===== src/rtl/param_onehot_sequencer.sv =====
// -----------------------------------------------------------------------------
// param_onehot_sequencer
//
// Purpose:
//   Registered binary-to-one-hot decoder of configurable width. Three run-time
//   modes share one address source:
//     hold  (mode 00) : en loads one-hot(in); otherwise out/addr hold.
//     pulse (mode 01) : en emits one-hot(in) for a single cycle; otherwise out=0.
//     sweep (mode 10) : start launches a walk from in to last (wrapping mod
//                       OUT_W), one address per enabled cycle, with busy/done.
//     mode 11 is reserved and forces out to zero.
//   out is always registered and always one-hot or all-zero.
//
// Optional feature:
//   ONEHOT_SEQ_STRIDE_EN - adds the stride port. The stride is latched at sweep
//   launch (0 is treated as 1) and the sweep advances by that step; it finishes
//   once the remaining distance to last is smaller than the step. Without the
//   macro the step is fixed at 1 and the sweep finishes at addr == last.
//
// Parameters:
//   IN_W  : address width, 1..12.
//   OUT_W : 2**IN_W, derived; do not override.
//
// Ports:
//   clk    : rising-edge clock.
//   rst_n  : asynchronous active-low reset (out/addr/busy/done to 0, FSM IDLE).
//   en     : load in hold/pulse modes, advance in sweep.
//   mode   : 00 hold, 01 pulse, 10 sweep, 11 reserved.
//   in     : decode address (hold/pulse) or sweep start address.
//   last   : sweep end address, sampled live while busy.
//   stride : sweep step (only with ONEHOT_SEQ_STRIDE_EN).
//   start  : sweep launch request, honoured only in IDLE with mode 10.
//   out    : registered one-hot or all-zero vector.
//   addr   : index currently (or most recently) driven on out.
//   busy   : high while the sweep FSM is in RUN.
//   done   : one-cycle pulse when a sweep completes.
// -----------------------------------------------------------------------------
module param_onehot_sequencer #(
  parameter int IN_W  = 9,
  parameter int OUT_W = 2**IN_W
) (
  input  logic             clk,
  input  logic             rst_n,
  input  logic             en,
  input  logic [1:0]       mode,
  input  logic [IN_W-1:0]  in,
  input  logic [IN_W-1:0]  last,
`ifdef ONEHOT_SEQ_STRIDE_EN
  input  logic [IN_W-1:0]  stride,
`endif
  input  logic             start,
  output logic [OUT_W-1:0] out,
  output logic [IN_W-1:0]  addr,
  output logic             busy,
  output logic             done
);

  localparam logic [1:0] MODE_HOLD  = 2'b00;
  localparam logic [1:0] MODE_PULSE = 2'b01;
  localparam logic [1:0] MODE_SWEEP = 2'b10;

  typedef enum logic {
    IDLE = 1'b0,
    RUN  = 1'b1
  } state_t;

  state_t              state_p0;
  logic [OUT_W-1:0]    out_p0;
  logic [IN_W-1:0]     addr_p0;
  logic                busy_p0;
  logic                done_p0;

  logic [IN_W-1:0]     step;
  logic [IN_W-1:0]     next_addr;
  logic                sweep_end;

  function automatic logic [OUT_W-1:0] onehot(input logic [IN_W-1:0] idx);
    onehot      = '0;
    onehot[idx] = 1'b1;
  endfunction

`ifdef ONEHOT_SEQ_STRIDE_EN
  logic [IN_W-1:0]     step_p0;
  logic [IN_W-1:0]     launch_step;
  logic [IN_W-1:0]     dist;

  // A zero stride would never advance; treat it as a unit step.
  assign launch_step = (stride == '0) ? IN_W'(1) : stride;
  assign step        = step_p0;
  // Remaining distance to last, modulo OUT_W via natural IN_W wrap.
  assign dist        = last - addr_p0;
  assign sweep_end   = (dist < step);
`else
  assign step        = IN_W'(1);
  assign sweep_end   = (addr_p0 == last);
`endif

  assign next_addr = addr_p0 + step;

  // Stage p0: single registered stage driving all outputs.
  always_ff @(posedge clk or negedge rst_n) begin
    if (!rst_n) begin
      state_p0 <= IDLE;
      out_p0   <= '0;
      addr_p0  <= '0;
      busy_p0  <= 1'b0;
      done_p0  <= 1'b0;
`ifdef ONEHOT_SEQ_STRIDE_EN
      step_p0  <= IN_W'(1);
`endif
    end else begin
      done_p0 <= 1'b0;
      case (state_p0)
        IDLE: begin
          case (mode)
            MODE_HOLD: begin
              if (en) begin
                out_p0  <= onehot(in);
                addr_p0 <= in;
              end
            end
            MODE_PULSE: begin
              if (en) begin
                out_p0  <= onehot(in);
                addr_p0 <= in;
              end else begin
                out_p0  <= '0;
              end
            end
            MODE_SWEEP: begin
              // Without start the sweep mode simply holds the last outputs.
              if (start) begin
                state_p0 <= RUN;
                busy_p0  <= 1'b1;
                out_p0   <= onehot(in);
                addr_p0  <= in;
`ifdef ONEHOT_SEQ_STRIDE_EN
                step_p0  <= launch_step;
`endif
              end
            end
            default: begin
              out_p0 <= '0;
            end
          endcase
        end
        RUN: begin
          // mode, in and start are ignored here; a start is dropped, not queued.
          if (en) begin
            if (sweep_end) begin
              state_p0 <= IDLE;
              busy_p0  <= 1'b0;
              done_p0  <= 1'b1;
              out_p0   <= '0;
            end else begin
              addr_p0  <= next_addr;
              out_p0   <= onehot(next_addr);
            end
          end
        end
        default: begin
          state_p0 <= IDLE;
          busy_p0  <= 1'b0;
          out_p0   <= '0;
        end
      endcase
    end
  end

  assign out  = out_p0;
  assign addr = addr_p0;
  assign busy = busy_p0;
  assign done = done_p0;

endmodule


===== config.mk =====
export PLATFORM = sky130hd
export DESIGN_NAME = param_onehot_sequencer
export DESIGN_NICKNAME = d
export VERILOG_FILES = /design/src/rtl/param_onehot_sequencer.sv
export SDC_FILE = /design/constraint.sdc
export NUM_CORES = 1
export LEC_CHECK = 0
export ABC_AREA = 1
export BUFFER_PORTS_ARGS = -buffer_cell sky130_fd_sc_hd__clkbuf_2
export CAP_MARGIN = 20
export CORE_AREA = 2 2 340 258
export CTS_BUF_LIST = sky130_fd_sc_hd__clkbuf_16
export DETAILED_ROUTE_END_ITERATION = 10
export DIE_AREA = 0 0 342 260
export SYNTH_ARGS = -nofsm -noshare
export SYNTH_HDL_FRONTEND = slang
export SYNTH_SLANG_ARGS = --single-unit
export TNS_END_PERCENT = 5

===== constraint.sdc =====
create_clock -name clk -period 3.25 [get_ports clk]
set_clock_uncertainty 0.2 [all_clocks]
set_input_delay 0.1625 -clock clk [delete_from_list [all_inputs] [get_ports clk]]
set_output_delay 0.1625 -clock clk [all_outputs]
set_load 0.1 [all_outputs]

==> reports/results.ini <==
[run_status]
outcome = finished clean

[placed_design]
gp_congestion = 0.854
dp_worst_setup_slack_ns = 0.280
numPortBuffers = 546
dp_hpwl_um = 81700

[sta]
setup_tns_ns = 0
final.setup.worst_slack_ns = 0.229
maxSlewViolCount = 0
hold_violations = 0
rsz0062_at_grt = false
worstMarginPinSlew_ns = 0.942
setup_viol = 0
period_share = 0.930
layout_min_cycle_time_ns = 3.02
maxSlewHeadroom = 0.370
fmax_ghz = 0.331

[clocking]
cts_setup_buffers = 0
cts_max_level = 2
cts_made_buffers = 58
cts_resized = 0
clkSlewWorstSetupHoldPaths_ns = 0.06
clk-insertion-delay-late_ns = 0.64
ctsHoldBuffers = 15
clockRootBuffer = clkbuf_16
cts_tree = yes
clock_path_buffers = 3
clock_sinks = 524

[global_routing]
antenna_found_initial = 7
grt_pass1_vias = 26647
grt_use_total = 0.273
grt_max_degree = 122
grt_overflow = 0
grt_pass1_wl_um = 180000

[synthesis]
yosysSeqAreaShare = 0.441
synth_enable_flop_cells = 0
ys_ff_latch = 524
async_flop_share = 1.00
synth_nets = 4221
syn_area_um2 = 29700
syn_inst = 4192
synth_area_per_cell_um2 = 7.09
synth_cell_type_count = 29
synthFlopType = dfrtp_1
ys_warn_count = 0

[pwr]
power.density_nw_per_um2 = 720
p_leak_nw = 18.8
vdd_ir_drop_max_uv = 510

[floorplan]
design.core.area_um2 = 85400
die_x_um = 342
initial_core_util = 0.348
die-height_um = 260
num_io_pins = 547
placementRows = 93
die-area_um2 = 88900

[routing]
postRouteAntennaNets = 0
dr.pass1.iters = 6
avgRoutedWirePerCell_um = 21.4
wl_um = 125000
initialDrtViolationCount = 3057
post-route-drc-count = 0
via_per_inst = 4.86
via_count = 28365

[worst_setup_path]
path_class = reg2reg
endpoint_kind = register
worstPathRequired_ns = 3.60
crit_path_max_fanout = 16
cp.arrival_ns = 3.37
worstSetupStartpointType = register

[layout]
mostFrequentLayoutCells = 1572 x nor2_1, 564 x inv_1, 545 x clkbuf_2, 531 x o21ai_0, 524 x dfrtp_1
syn_to_final_growth_pct = 21.0
drive_above_1_share = 0.286
layout_commonest_cell = nor2_1
final_util = 0.421
fin_nets = 4674

[job]
cap_violations = 0

[hold_path]
hold_path.class = in2async

## cell type report
class / count / area [µm²]
inverter: 549 / 2060
timing repair buffer: 677 / 4170
sequential: 524 / 13100
multi-input combinational: 2835 / 13400
clock inverter: 45 / 300
antenna: 5 / 12.5
tap: 1140 / 1430
clock buffer: 58 / 1450
fill: 8872 / 49500
## metrics by stage
stage,hold slack [ns],cells,instance area [µm²],power [mW]
floorplan,-0.333,4192,29700,16.6
global placement,-0.0419,5710,34000,19.4
detailed placement,-0.0426,5710,34000,19.5
CTS,0.0617,5828,35900,25.9
global route,0.0795,5829,35900,26.8
finish,0.0638,5833,35900,25.9
## power breakdown
group / switching [mW] / internal [mW]
Sequential: 0.693 / 7.30
Combinational: 9.41 / 2.06
Clock: 2.95 / 3.46
## cells by family after synthesis
logic type / Yosys count / synth area share
buffers and inverters: 833 / 0.112
adders and majority gates: 5 / 0.00211
xor gates and xnor gates: 13 / 0.00510
AOI/OAI and AO/OA: 533 / 0.0899
and+or+nand+nor: 2284 / 0.350
DFF: 524 / 0.441
## synthesized netlist by cell type (3+ instances only)
cell type,n,share of area
nor3_1,8,0.0013
buf_4,7,0.0018
nand2_2,6,0.0013
xnor2_1,9,0.0027
buf_6,20,0.0076
nand3_1,29,0.0049
nor2_2,3,0.00063
ha_1,5,0.0021
inv_1,548,0.069
nor2_1,1574,0.20
nand2_1,108,0.014
o21ai_0,531,0.089
nor2_4,8,0.0030
buf_2,12,0.0020
or2_2,512,0.11
clkbuf_1,244,0.031
nand3_4,25,0.015
nand3_2,8,0.0027
dfrtp_1,524,0.44
## routing by layer
layer	GRT usage	vias to the layer above	wire length [µm]
met3	0.0607	227	11400
li1	-	13383	-
met2	0.418	1300	55400
met4	0.0969	0	4370
met1	0.378	13455	53800
met5	0	-	0
## sequential cells by signal, summed over array words and instances (netlist names)
register and count:
addr 9, busy 1, done 1, out 512, state_p0 1
## final timing paths
check | slack [ns] | from | cells past startpoint | endpoint
worst max register to register | 0.23 | addr[0] | 11 | out[327]
worst min register to register | 0.38 | out[132] | 3 | out[132]
worst min-delay path | 0.06 | rst_n | 3 | out[499]
min in group clk | 0.13 | last[1] | 6 | done
max in group asynchronous | 2.07 | rst_n | 3 | out[217]
worst max-delay path | 0.23 | addr[0] | 11 | out[327]
## worst max-delay path: stages, from the launching register on
cell     delay, ns
dfrtp_1       0.54
ha_1          0.35
nand2_1       0.08
nor2_1        0.24
nand2_1       0.11
nand2_1       0.08
nand2_2       0.09
nor2_4        0.46
nand3_4       0.36
nor2_1        0.19
nor2_1        0.11
nor2_1        0.11
Power figures use the tool's default switching activity.
